===== src/rtl/alu_issue_if.sv =====
// Issue-controller bus bundle: instruction intake, ALU start/operands/result,
// register writeback and illegal-encoding flag.
interface alu_issue_if;
   logic        instr_valid_i;
   logic        instr_ready_o;
   logic [31:0] instr_i;
   logic [31:0] rs1_data_i;
   logic [31:0] rs2_data_i;
   logic        alu_start_o;
   logic [31:0] alu_in1_o;
   logic [31:0] alu_in2_o;
   logic [2:0]  alu_op_o;
   logic        alu_op_qual_o;
   logic        alu_op_ext_o;
   logic [31:0] alu_out_i;
   logic        alu_busy_i;
   logic        wb_valid_o;
   logic [4:0]  wb_rd_o;
   logic [31:0] wb_data_o;
   logic        wb_ready_i;
   logic        illegal_o;

   // Controller side
   modport master (
      input  instr_valid_i, instr_i, rs1_data_i, rs2_data_i,
             alu_out_i, alu_busy_i, wb_ready_i,
      output instr_ready_o, alu_start_o, alu_in1_o, alu_in2_o,
             alu_op_o, alu_op_qual_o, alu_op_ext_o,
             wb_valid_o, wb_rd_o, wb_data_o, illegal_o
   );

   // Decode stage, ALU and register file side
   modport slave (
      output instr_valid_i, instr_i, rs1_data_i, rs2_data_i,
             alu_out_i, alu_busy_i, wb_ready_i,
      input  instr_ready_o, alu_start_o, alu_in1_o, alu_in2_o,
             alu_op_o, alu_op_qual_o, alu_op_ext_o,
             wb_valid_o, wb_rd_o, wb_data_o, illegal_o
   );
endinterface


===== src/rtl/alu_issue.sv =====
// Execute-stage issue controller: decodes OP/OP-IMM (incl. M-extension),
// drives the ALU with registered operands and returns the result via writeback.
module alu_issue (
   input  logic        clk,
   input  logic        reset_i,
   alu_issue_if.master bus
);
   localparam int unsigned XLEN = 32;
   localparam int unsigned RD_W = 5;
   localparam int unsigned OP_W = 3;

   localparam logic [6:0] OPC_OP    = 7'b0110011;
   localparam logic [6:0] OPC_OPIMM = 7'b0010011;
   localparam logic [6:0] F7_BASE   = 7'b0000000;
   localparam logic [6:0] F7_ALT    = 7'b0100000;
   localparam logic [6:0] F7_MEXT   = 7'b0000001;

   typedef enum logic [1:0] {S_IDLE, S_ISSUE, S_WAIT, S_WB} state_e;

   state_e            state_q, state_d;
   logic              ready_q, ready_d;
   logic              start_q, start_d;
   logic [XLEN-1:0]   in1_q, in1_d;
   logic [XLEN-1:0]   in2_q, in2_d;
   logic [OP_W-1:0]   op_q, op_d;
   logic              qual_q, qual_d;
   logic              ext_q, ext_d;
   logic              wb_valid_q, wb_valid_d;
   logic [RD_W-1:0]   rd_q, rd_d;
   logic [XLEN-1:0]   wb_data_q, wb_data_d;
   logic              illegal_q, illegal_d;

   logic [6:0]        opcode_c;
   logic [6:0]        funct7_c;
   logic [OP_W-1:0]   funct3_c;
   logic [RD_W-1:0]   rd_c;
   logic [XLEN-1:0]   imm_c;
   logic [XLEN-1:0]   dec_in2_c;
   logic              dec_qual_c;
   logic              dec_ext_c;
   logic              dec_illegal_c;
   logic              unused_rs1_field;

   assign opcode_c = bus.instr_i[6:0];
   assign rd_c     = bus.instr_i[11:7];
   assign funct3_c = bus.instr_i[14:12];
   assign funct7_c = bus.instr_i[31:25];
   assign imm_c    = {{(XLEN-12){bus.instr_i[31]}}, bus.instr_i[31:20]};
   // Register indices arrive already resolved as rs1/rs2 data.
   assign unused_rs1_field = ^bus.instr_i[19:15];

   // Instruction decode; anything not explicitly recognised is illegal
   always_comb begin
      dec_illegal_c = 1'b1;
      dec_qual_c    = 1'b0;
      dec_ext_c     = 1'b0;
      dec_in2_c     = bus.rs2_data_i;
      case (opcode_c)
         OPC_OP: begin
            if (funct7_c == F7_BASE) begin
               dec_illegal_c = 1'b0;
            end else if (funct7_c == F7_ALT &&
                         (funct3_c == 3'b000 || funct3_c == 3'b101)) begin
               dec_illegal_c = 1'b0;
               dec_qual_c    = 1'b1;
            end else if (funct7_c == F7_MEXT) begin
               dec_illegal_c = 1'b0;
               dec_ext_c     = 1'b1;
            end
         end
         OPC_OPIMM: begin
            dec_in2_c = imm_c;
            case (funct3_c)
               3'b001: dec_illegal_c = (funct7_c != F7_BASE);
               3'b101: begin
                  if (funct7_c == F7_BASE) begin
                     dec_illegal_c = 1'b0;
                  end else if (funct7_c == F7_ALT) begin
                     dec_illegal_c = 1'b0;
                     dec_qual_c    = 1'b1;
                  end
               end
               default: dec_illegal_c = 1'b0;
            endcase
         end
         default: dec_illegal_c = 1'b1;
      endcase
   end

   // Next-state and registered-output logic
   always_comb begin
      state_d    = state_q;
      in1_d      = in1_q;
      in2_d      = in2_q;
      op_d       = op_q;
      qual_d     = qual_q;
      ext_d      = ext_q;
      wb_valid_d = wb_valid_q;
      rd_d       = rd_q;
      wb_data_d  = wb_data_q;
      illegal_d  = 1'b0;
      case (state_q)
         S_IDLE: begin
            if (bus.instr_valid_i) begin
               in1_d  = bus.rs1_data_i;
               in2_d  = dec_in2_c;
               op_d   = funct3_c;
               qual_d = dec_qual_c;
               ext_d  = dec_ext_c;
               rd_d   = rd_c;
               if (dec_illegal_c) begin
                  illegal_d = 1'b1;
               end else begin
                  state_d = S_ISSUE;
               end
            end
         end
         S_ISSUE: state_d = S_WAIT;
         S_WAIT: begin
            if (!bus.alu_busy_i) begin
               wb_data_d = bus.alu_out_i;
               state_d   = (rd_q == RD_W'(0)) ? S_IDLE : S_WB;
            end
         end
         S_WB: begin
            // First WB cycle raises valid; it then holds until accepted.
            if (wb_valid_q && bus.wb_ready_i) begin
               wb_valid_d = 1'b0;
               state_d    = S_IDLE;
            end else begin
               wb_valid_d = 1'b1;
            end
         end
         default: state_d = S_IDLE;
      endcase
      start_d = (state_d == S_ISSUE);
      ready_d = (state_d == S_IDLE);
   end

   always_ff @(posedge clk or posedge reset_i) begin
      if (reset_i) begin
         state_q    <= S_IDLE;
         ready_q    <= 1'b1;
         start_q    <= 1'b0;
         in1_q      <= '0;
         in2_q      <= '0;
         op_q       <= '0;
         qual_q     <= 1'b0;
         ext_q      <= 1'b0;
         wb_valid_q <= 1'b0;
         rd_q       <= '0;
         wb_data_q  <= '0;
         illegal_q  <= 1'b0;
      end else begin
         state_q    <= state_d;
         ready_q    <= ready_d;
         start_q    <= start_d;
         in1_q      <= in1_d;
         in2_q      <= in2_d;
         op_q       <= op_d;
         qual_q     <= qual_d;
         ext_q      <= ext_d;
         wb_valid_q <= wb_valid_d;
         rd_q       <= rd_d;
         wb_data_q  <= wb_data_d;
         illegal_q  <= illegal_d;
      end
   end

   assign bus.instr_ready_o = ready_q;
   assign bus.alu_start_o   = start_q;
   assign bus.alu_in1_o     = in1_q;
   assign bus.alu_in2_o     = in2_q;
   assign bus.alu_op_o      = op_q;
   assign bus.alu_op_qual_o = qual_q;
   assign bus.alu_op_ext_o  = ext_q;
   assign bus.wb_valid_o    = wb_valid_q;
   assign bus.wb_rd_o       = rd_q;
   assign bus.wb_data_o     = wb_data_q;
   assign bus.illegal_o     = illegal_q;
endmodule


===== src/flat_wrapper.sv =====
// flat-port wrapper written by rule: the top's interface ports become plain ports
module alu_issue_flat 
  (clk, reset_i, bus_instr_valid_i, bus_instr_i, bus_rs1_data_i, bus_rs2_data_i, bus_alu_out_i, bus_alu_busy_i, bus_wb_ready_i, bus_instr_ready_o, bus_alu_start_o, bus_alu_in1_o, bus_alu_in2_o, bus_alu_op_o, bus_alu_op_qual_o, bus_alu_op_ext_o, bus_wb_valid_o, bus_wb_rd_o, bus_wb_data_o, bus_illegal_o);
  alu_issue_if bus_i ();
  input  logic clk;
  input  logic reset_i;
  input wire logic [$bits(bus_i.instr_valid_i)-1:0] bus_instr_valid_i;
  input wire logic [$bits(bus_i.instr_i)-1:0] bus_instr_i;
  input wire logic [$bits(bus_i.rs1_data_i)-1:0] bus_rs1_data_i;
  input wire logic [$bits(bus_i.rs2_data_i)-1:0] bus_rs2_data_i;
  input wire logic [$bits(bus_i.alu_out_i)-1:0] bus_alu_out_i;
  input wire logic [$bits(bus_i.alu_busy_i)-1:0] bus_alu_busy_i;
  input wire logic [$bits(bus_i.wb_ready_i)-1:0] bus_wb_ready_i;
  output wire logic [$bits(bus_i.instr_ready_o)-1:0] bus_instr_ready_o;
  output wire logic [$bits(bus_i.alu_start_o)-1:0] bus_alu_start_o;
  output wire logic [$bits(bus_i.alu_in1_o)-1:0] bus_alu_in1_o;
  output wire logic [$bits(bus_i.alu_in2_o)-1:0] bus_alu_in2_o;
  output wire logic [$bits(bus_i.alu_op_o)-1:0] bus_alu_op_o;
  output wire logic [$bits(bus_i.alu_op_qual_o)-1:0] bus_alu_op_qual_o;
  output wire logic [$bits(bus_i.alu_op_ext_o)-1:0] bus_alu_op_ext_o;
  output wire logic [$bits(bus_i.wb_valid_o)-1:0] bus_wb_valid_o;
  output wire logic [$bits(bus_i.wb_rd_o)-1:0] bus_wb_rd_o;
  output wire logic [$bits(bus_i.wb_data_o)-1:0] bus_wb_data_o;
  output wire logic [$bits(bus_i.illegal_o)-1:0] bus_illegal_o;
  assign bus_i.instr_valid_i = bus_instr_valid_i;
  assign bus_i.instr_i = bus_instr_i;
  assign bus_i.rs1_data_i = bus_rs1_data_i;
  assign bus_i.rs2_data_i = bus_rs2_data_i;
  assign bus_i.alu_out_i = bus_alu_out_i;
  assign bus_i.alu_busy_i = bus_alu_busy_i;
  assign bus_i.wb_ready_i = bus_wb_ready_i;
  assign bus_instr_ready_o = bus_i.instr_ready_o;
  assign bus_alu_start_o = bus_i.alu_start_o;
  assign bus_alu_in1_o = bus_i.alu_in1_o;
  assign bus_alu_in2_o = bus_i.alu_in2_o;
  assign bus_alu_op_o = bus_i.alu_op_o;
  assign bus_alu_op_qual_o = bus_i.alu_op_qual_o;
  assign bus_alu_op_ext_o = bus_i.alu_op_ext_o;
  assign bus_wb_valid_o = bus_i.wb_valid_o;
  assign bus_wb_rd_o = bus_i.wb_rd_o;
  assign bus_wb_data_o = bus_i.wb_data_o;
  assign bus_illegal_o = bus_i.illegal_o;
  alu_issue u_core (.clk(clk), .reset_i(reset_i), .bus(bus_i));
endmodule

===== config.mk =====
export PLATFORM = sky130hd
export DESIGN_NAME = alu_issue_flat
export DESIGN_NICKNAME = d
export VERILOG_FILES = /design/src/rtl/alu_issue_if.sv /design/src/rtl/alu_issue.sv /design/src/flat_wrapper.sv
export SDC_FILE = /design/constraint.sdc
export NUM_CORES = 1
export LEC_CHECK = 0
export ABC_AREA = 1
export CORE_ASPECT_RATIO = 0.5
export CORE_MARGIN = 3
export CORE_UTILIZATION = 40
export CTS_CLUSTER_SIZE = 16
export DETAILED_ROUTE_END_ITERATION = 7
export MAX_ROUTING_LAYER = met4
export PLACE_DENSITY = 0.81
export RECOVER_POWER = 100
export SYNTH_ARGS = -nofsm -noshare
export SYNTH_HDL_FRONTEND = slang
export SYNTH_SLANG_ARGS = --single-unit

===== constraint.sdc =====
create_clock -name clk -period 5.7 [get_ports clk]
set_input_delay 1.14 -clock clk [delete_from_list [all_inputs] [get_ports clk]]
set_output_delay 1.14 -clock clk [all_outputs]
set_load 0.05 [all_outputs]

After elaboration in Yosys (flattened, before gate mapping)
Index checks and enable logic that the tools add are counted.
W data, S select, Z words.
{"block": "word_totals", "word_cells": 62, "in_bits": 133, "output_inout_bits": 110, "regBits": 112}
{"block": "op_classes", "n_reduce_logical": 11, "muxes": 28, "bitwise_logic": 1, "eq_ne": 10}
{"operator": "$mux W32", "n": 1}
{"operator": "$mux W1", "n": 18}
{"operator": "$eq A7 B6 Y1 const B", "n": 2}
{"operator": "$mux W2", "n": 5}
{"operator": "$pmux W2 S4", "n": 1}
{"operator": "$eq A7 B1 Y1 const B", "n": 1}
{"operator": "$eq A7 B5 Y1 const B", "n": 1}
{"operator": "$logic_not A7 Y1", "n": 1}
{"operator": "$reduce_bool A7 Y1", "n": 1}
{"operator": "$pmux W1 S2", "n": 3}
{"operator": "$logic_not A5 Y1", "n": 1}
{"operator": "$eq A2 B1 Y1 const B", "n": 2}
{"operator": "$eq A2 B2 Y1 const B", "n": 2}
{"operator": "$logic_not A2 Y1", "n": 2}
{"operator": "$reduce_and A2 Y1", "n": 2}
{"operator": "$eq A3 B1 Y1 const B", "n": 1}
{"operator": "$eq A3 B3 Y1 const B", "n": 1}
{"operator": "$logic_not A3 Y1", "n": 1}
{"operator": "$logic_and A1 B1 Y1", "n": 2}
{"operator": "$logic_or A1 B1 Y1", "n": 1}
{"operator": "$not A1 Y1", "n": 1}

Depth between registers and ports, before layout
Gate-level depths: netlist of run 1.
{"block": "logic_depth", "ltp_word": 10, "mapped_depth": 11, "depth_no_buf": 11}

Worst setup path before layout of run 1
OpenSTA, ideal clock, no wires.
{"block": "synth_path", "path_type": "input port to flip-flop", "start": "in bus_instr_i[28]", "end": "reg u_core.ready_q (netlist: u_core.bus.instr_ready_o)", "path_buffers": 0, "t_arrival_ns": 1.871, "stages": 7, "required_ns": 5.617, "setup_time_ns": 0.083, "slack_ns": 3.746, "cell_sequence": "nor2_1 > nand2_1 > or2_2 > nand2_2 > nand3_2 > nand2_2 > nor2_2"}
{"block": "synth_between", "elab_chain_cells": 9, "word_cells_on_any_way": 16, "classes_between": "eq/ne (2); mux (10); reduce/logical (4)"}
{"element": "start: declaration", "line": "flat_wrapper.sv:8", "text": "input wire logic [$bits(bus_i.instr_i)-1:0] bus_instr_i;"}
{"element": "$eq A7 B6 Y1 / $eq A7 B1 Y1 (equally long branches)", "line": "alu_issue.sv:62, alu_issue.sv:78, alu_issue.sv:66"}
{"element": "$mux W1, or another cell as far along", "line": "alu_issue.sv:78", "text": "end else if (funct7_c == F7_ALT) begin"}
{"element": "$mux W1, on equally long branches", "line": "alu_issue.sv:76, alu_issue.sv:62"}
{"element": "$pmux W1 S2 / $mux W1 (equally long branches)", "line": "alu_issue.sv:73, alu_issue.sv:60"}
{"element": "$pmux W1 S2 *", "line": "alu_issue.sv:58", "text": "case (opcode_c)"}
{"element": "$mux W2 *", "line": "alu_issue.sv:111", "text": "if (dec_illegal_c) begin"}
{"element": "$mux W2 *", "line": "alu_issue.sv:104", "text": "if (bus.instr_valid_i) begin"}
{"element": "$pmux W2 S4 *", "line": "alu_issue.sv:102", "text": "case (state_q)"}
{"element": "net u_core.state_d[0]", "line": "alu_issue.sv:20", "text": "state_e state_q, state_d;"}
{"element": "$logic_not A2 Y1 *", "line": "alu_issue.sv:137", "text": "ready_d = (state_d == S_IDLE);"}
{"element": "net u_core.ready_d", "line": "alu_issue.sv:21", "text": "logic ready_q, ready_d;"}
{"element": "end signal: assignment", "line": "alu_issue.sv:156", "text": "ready_q <= ready_d;"}
{"element": "end: declaration", "line": "alu_issue.sv:21"}
The timed path passes the listed nets; every way through them passes the cells marked *.
A chain may end at the register's enable or synchronous reset.

Worst setup path in the final report of run 1
{"block": "layout_path", "start": "in bus_instr_i[1]", "end": "reg u_core.in2_q[30] (netlist: u_core.bus.alu_in2_o[30])"}
{"block": "layout_between", "elab_chain_cells": 2}
{"element": "$eq A7 B5 Y1", "line": "alu_issue.sv:58"}
{"element": "$mux W32", "line": "alu_issue.sv:58"}
{"element": "end signal: assignment", "line": "alu_issue.sv:159", "text": "in2_q <= in2_d;"}
{"element": "end: declaration", "line": "alu_issue.sv:24", "text": "logic [XLEN-1:0] in2_q, in2_d;"}
Every way passes these cells.

==> run_results.csv, run 1 <==
group,metric,value,unit
placement,portBuffers,237,
timing,setup_violations,0,
finish,num_antenna_cells,0,
logic_synthesis,netlist_instances,535,
cts,cts_resized,0,
critical_path,critPathArrivalTime,4.20,ns
power_and_ir_drop,power_density,619,nW/um2
timing,grt_setup_unrepaired,"no",
finish,syn2layout_area_growth,58.4,%
cts,cts_hold_buf,0,
logic_synthesis,synth_ff_type,"dfrtp_1",
route,drtAntennaViolNets,0,
critical_path,rr_worst_depth,7,
timing,slew_violations,78,
route,wirelength,13.4,mm
floorplan,die_area,12900,um2
route,via_count,4249,
timing,finalCriticalPeriod,3.94,ns
cts,clockBufferDepth,2,
grt,grt_max_degree,78,
logic_synthesis,syn_area,4610,um2
logic_synthesis,synth_adder_area_share,0,%
power_and_ir_drop,p_total,4.52,mW
timing,hold_viol,0,
finish,final_cell_mix,"nand2_1 (263), clkdlybuf4s50_1 (122), dlygate4sd3_1 (115), dfrtp_1 (111), nor2_1 (45)",
critical_path,path_class,"primary input to flip-flop",
floorplan,ios,243,
critical_path,start_kind,"primary input",
cts,cts_htree_levels,3,
timing,clock_skew,0.00478,ns
floorplan,die_w,158,um
cts,cts_tree,"yes",
cts,cts_num_sinks,112,
logic_synthesis,synth_edf_count,0,
route,drt_iter0_markers,260,
cts,cts-root-buf,"clkbuf_16",
run_status,violations,"capacitance limit, slew limit",
placement,place_congestion,0.787,
critical_path,required,5.95,ns
logic_synthesis,synth_top_family_by_area,"simple AND/OR/NAND/NOR gates",
timing,fin_crit_sh,69.2,%
critical_path,cp_max_fo,36,
timing,tns,0,ns
logic_synthesis,synth-compound-area-share,6.28,%
grt,grt_pass1_wl,20.6,mm
route,via_per_inst,4.71,
logic_synthesis,synth_seq_cells,112,
logic_synthesis,synthMuxAreaShare,0,%
finish,final_area,7290,um2
flow_run,cap_viol_max_count,2,
logic_synthesis,syn_nets,668,
floorplan,std_cell_rows,26,
logic_synthesis,seq_area_frac_synth,60.9,%
floorplan,core_area,10700,um2
grt,grt_util_all_layers,20.9,%
route,wl_per_cell,14.9,um
finish,nets,891,
run_status,status,"finished, violations left",
logic_synthesis,synth.avg_cell_area,8.61,um2
finish,drive_gt1_share,3.54,%
timing,tightestPinTransition,3.33,ns
logic_synthesis,synth-simple-area-share,27.8,%
timing,max_slew_margin,-123,%
logic_synthesis,yosysWarnings,0,
timing,whs,0.476,ns
timing,fmax,254,MHz
placement,post-dp-hpwl,9.90,mm
placement,place_area,7020,um2
logic_synthesis,synthDistinctLibCells,23,
grt,grt_overflow,0,
cts,cts_setup_buffers,0,
hold_path,whs_path_depth,2,
route,drtPass1Iterations,7,
power_and_ir_drop,p_leak,3.52,nW
floorplan,fp.dieH,81.9,um
cts,clkTransAtPathRegs,0.07,ns
finish,layout_commonest_cell,"nand2_1",
grt,antenna_found_initial,0,
power_and_ir_drop,ir_drop,0.000276,V
hold_path,min_path_type,"flip-flop to flip-flop",
cts,cts_buffers,9,
route,drc,0,
grt,grt_pass1_vias,4108,
logic_synthesis,async_reset_ff_share,100,%
logic_synthesis,synth-xor-area-share,0,%
floorplan,start_util,43.0,%
cts,insertion_delay,0.34,ns
critical_path,end_kind,"flip-flop",
-- Yosys cell counts, types with 2 or more instances --
| cell type | instances | share of area, % |
|---|---|---|
| nor3_1 | 3 | 0.33 |
| inv_1 | 14 | 1.1 |
| nand2_1 | 262 | 21 |
| buf_6 | 2 | 0.49 |
| a21oi_1 | 23 | 2.5 |
| nor2_1 | 43 | 3.5 |
| a31oi_1 | 21 | 2.9 |
| o21ai_1 | 6 | 0.65 |
| nand2_2 | 4 | 0.54 |
| nand3_1 | 6 | 0.65 |
| inv_2 | 3 | 0.24 |
| buf_4 | 7 | 1.1 |
| buf_2 | 19 | 2.1 |
| nor2_2 | 3 | 0.41 |
| dfrtp_1 | 111 | 60 |
-- flip-flops by register name, indices dropped and copies added, names as in the netlist --
| register | cells |
|---|---|
| u_core.bus.alu_in1_o | 32 |
| u_core.bus.alu_in2_o | 32 |
| u_core.bus.alu_op_ext_o | 1 |
| u_core.bus.alu_op_o | 3 |
| u_core.bus.alu_op_qual_o | 1 |
| u_core.bus.alu_start_o | 1 |
| u_core.bus.illegal_o | 1 |
| u_core.bus.instr_ready_o | 1 |
| u_core.bus.wb_data_o | 32 |
| u_core.bus.wb_rd_o | 5 |
| u_core.bus.wb_valid_o | 1 |
| u_core.state_q | 2 |
-- logic make-up after synthesis --
family / after synthesis
buffers and inverters: 45
AO/OA/AOI/OAI: 52
flip-flops: 112
AND/OR/NAND/NOR: 326
-- per-stage QoR --
stage,cells,setup slack (ns),util (%)
detailed placement,887,2.12,65.6
floorplan,535,1.60,-
global route,903,1.28,68.2
finish,903,1.76,68.2
global placement,887,2.16,65.6
CTS,903,2.48,68.4
-- per-layer routing --
layer / GRT usage (%) / up-vias / part of all wire, %
met2: 36.6 / 111 / 52
li1: - / 2119 / -
met3: 3.53 / 25 / 3.8
met5: - / - / 0
met4: 6.58 / 0 / 2.6
met1: 25.1 / 1994 / 42
-- final timing paths --
| check | start | end | slack (ns) |
|---|---|---|---|
| max | bus_instr_i[1] | u_core.bus.alu_in2_o[30]$_DFFE_PP0P_ | 1.76 |
| min | u_core.bus.alu_in1_o[10]$_DFFE_PP0P_ | u_core.bus.alu_in1_o[10]$_DFFE_PP0P_ | 0.48 |
| max reg2reg | u_core.state_q[0]$_DFF_PP0_ | u_core.bus.alu_in2_o[30]$_DFFE_PP0P_ | 2.90 |
| min reg2reg | u_core.bus.alu_in1_o[10]$_DFFE_PP0P_ | u_core.bus.alu_in1_o[10]$_DFFE_PP0P_ | 0.48 |
| max in group asynchronous | reset_i | u_core.bus.wb_data_o[12]$_DFFE_PP0P_ | 1.85 |
| min in group asynchronous | reset_i | u_core.bus.wb_data_o[3]$_DFFE_PP0P_ | 2.23 |
-- worst max-delay path: stages --
cell and delay, ns:
dlygate4sd3_1 0.53, nand2_1 0.05, nor2_1 0.15, nand2_1 0.73, inv_1 0.68, nand2_1 0.57
a31oi_1 0.34
-- where the power goes --
part	leakage [nW]	internal [mW]	switching (mW)
Clock	0.131	0.343	0.295
Combinational	2.04	0.736	1.81
Sequential	1.35	1.16	0.177
Total	3.52	2.24	2.28
-- layout make-up --
cell class                 instances  area (um2)
clock buffer                      10         229
clock inverter                     6        68.8
fill                             852        3410
inverter                          17        65.1
multi-input combinational        378        1550
sequential                       112        2800
tap                              140         175
timing repair buffer             240        2410
Power figures use the tool's default switching activity.
==> run 2: changes to the inputs <==
Clock period 5.7 ns to 3.91 ns, I/O delays scaled along.
==> run_results.csv, run 2 (same netlist as run 1, synthesis figures left out) <==
group,metric,value,unit
placement,post-dp-hpwl,10.1,mm
power_and_ir_drop,power_density,904,nW/um2
floorplan,die_w,158,um
timing,setup_violations,0,
critical_path,rr_worst_depth,5,
timing,slew_violations,46,
critical_path,required,4.17,ns
floorplan,start_util,43.0,%
finish,num_antenna_cells,0,
placement,place_congestion,0.786,
cts,cts_hold_buf,0,
route,met3_wirelength,535,um
cts,cts_num_sinks,112,
timing,grt_setup_unrepaired,"no",
cts,clockBufferDepth,2,
placement,portBuffers,237,
floorplan,std_cell_rows,26,
route,drtPass1Iterations,4,
critical_path,cp_max_fo,36,
timing,fin_crit_sh,75.2,%
timing,hold_viol,0,
cts,cts_tree,"yes",
power_and_ir_drop,p_leak,3.57,nW
critical_path,r2r_setup_slack,1.42,ns
cts,insertion_delay,0.34,ns
route,drc,0,
hold_path,whs_path_depth,2,
critical_path,start_kind,"primary input",
flow_run,cap_viol_max_count,1,
grt,grt_pass1_wl,21.1,mm
critical_path,path_class,"primary input to flip-flop",
cts,cts_htree_levels,3,
cts,cts_buffers,9,
route,drt_iter0_markers,342,
critical_path,critPathArrivalTime,3.20,ns
run_status,violations,"capacitance limit, slew limit",
timing,setup_slack,0.971,ns
cts,cts_setup_buffers,0,
timing,max_slew_margin,-43.0,%
cts,cts_resized,0,
finish,final_area,7320,um2
finish,syn2layout_area_growth,59.0,%
route,wirelength,13.9,mm
cts,cts-root-buf,"clkbuf_16",
route,met1Wirelength,5.85,mm
finish,final_cell_mix,"nand2_1 (262), clkdlybuf4s50_1 (122), dlygate4sd3_1 (115), dfrtp_1 (111), nor2_1 (45)",
grt,grt_pass1_vias,4163,
grt,grt_util_all_layers,21.6,%
timing,tightestPinTransition,2.13,ns
route,wl_per_cell,15.3,um
timing,finalCriticalPeriod,2.94,ns
finish,n_fill_cell,840,
finish,final_core_util,68.4,%
placement,place_area,7040,um2
finish,layout_commonest_cell,"nand2_1",
timing,clock_skew,0.00644,ns
power_and_ir_drop,ir_drop,0.000454,V
route,via_per_inst,4.74,
route,drtAntennaViolNets,0,
route,dr_wl_met2,7.21,mm
finish,nets,893,
route,routed.top_layer,"met4",
floorplan,fp.dieH,81.9,um
grt,antenna_found_initial,0,
cts,clkTransAtPathRegs,0.07,ns
route,via_count,4288,
critical_path,end_kind,"flip-flop",
placement,pre_cts_ws,0.999,ns
floorplan,core_area,10700,um2
timing,fmax,340,MHz
timing,tns,0,ns
run_status,status,"finished, violations left",
floorplan,die_area,12900,um2
floorplan,ios,243,
hold_path,min_path_type,"flip-flop to flip-flop",
grt,grt_overflow,0,
finish,drive_gt1_share,3.92,%
grt,grt_max_degree,68,
==> run 2: metal layers <==
layer	GRT usage, %	vias up
met1	26.3	2034
li1	-	2122
met4	6.58	0
met2	37.7	112
met3	3.68	20
met5	-	-
==> run 2: power breakdown <==
| part | leakage [nW] | switching, mW | internal, mW | total (mW) |
|---|---|---|---|---|
| combinational | 2.06 | 2.65 | 1.07 | 3.72 |
| clock | 0.152 | 0.428 | 0.522 | 0.950 |
| sequential | 1.35 | 0.266 | 1.69 | 1.95 |
==> run 2: area by class of cell <==
type,instances,area (um2),share of cell area (%)
inverters,17,65.1,0.888
flip-flops and latches,112,2800,38.3
clock inverters,5,63.8,0.871
multi-input cells,378,1550,21.2
well taps,140,175,2.39
clock buffers,11,243,3.31
repair buffers,242,2420,33.0
==> run 2: path summary, 6_finish.rpt <==
path                                                        end                            startpoint
setup / recovery           u_core.bus.alu_in2_o[11]$_DFFE_PP0P_                        bus_instr_i[0]
hold / removal             u_core.bus.alu_in1_o[24]$_DFFE_PP0P_  u_core.bus.alu_in1_o[24]$_DFFE_PP0P_
setup reg to reg              u_core.bus.wb_rd_o[1]$_DFFE_PP0P_           u_core.state_q[1]$_DFF_PP0_
hold reg to reg            u_core.bus.alu_in1_o[24]$_DFFE_PP0P_  u_core.bus.alu_in1_o[24]$_DFFE_PP0P_
max in group asynchronous  u_core.bus.alu_in2_o[10]$_DFFE_PP0P_                               reset_i
min in group asynchronous  u_core.bus.wb_data_o[27]$_DFFE_PP0P_                               reset_i
==> run 2: worst max-delay path, cell delays in order <==
cell	delay [ns]
dlygate4sd3_1	0.53
nand2_1	0.05
nor2_1	0.24
nand2_4	0.30
inv_1	0.41
nand2_1	0.54
a31oi_1	0.34
==> run 2: per-stage QoR <==
step / total power [mW] / std cells / hold WS (ns)
2_1_floorplan: 4.51 / 535 / 0.529
3_3_place_gp: 5.85 / 889 / 0.461
3_5_place_dp: 5.93 / 889 / 0.464
4_1_cts: 6.90 / 905 / 0.483
5_1_grt: 6.97 / 905 / 0.487
6_report: 6.62 / 905 / 0.475
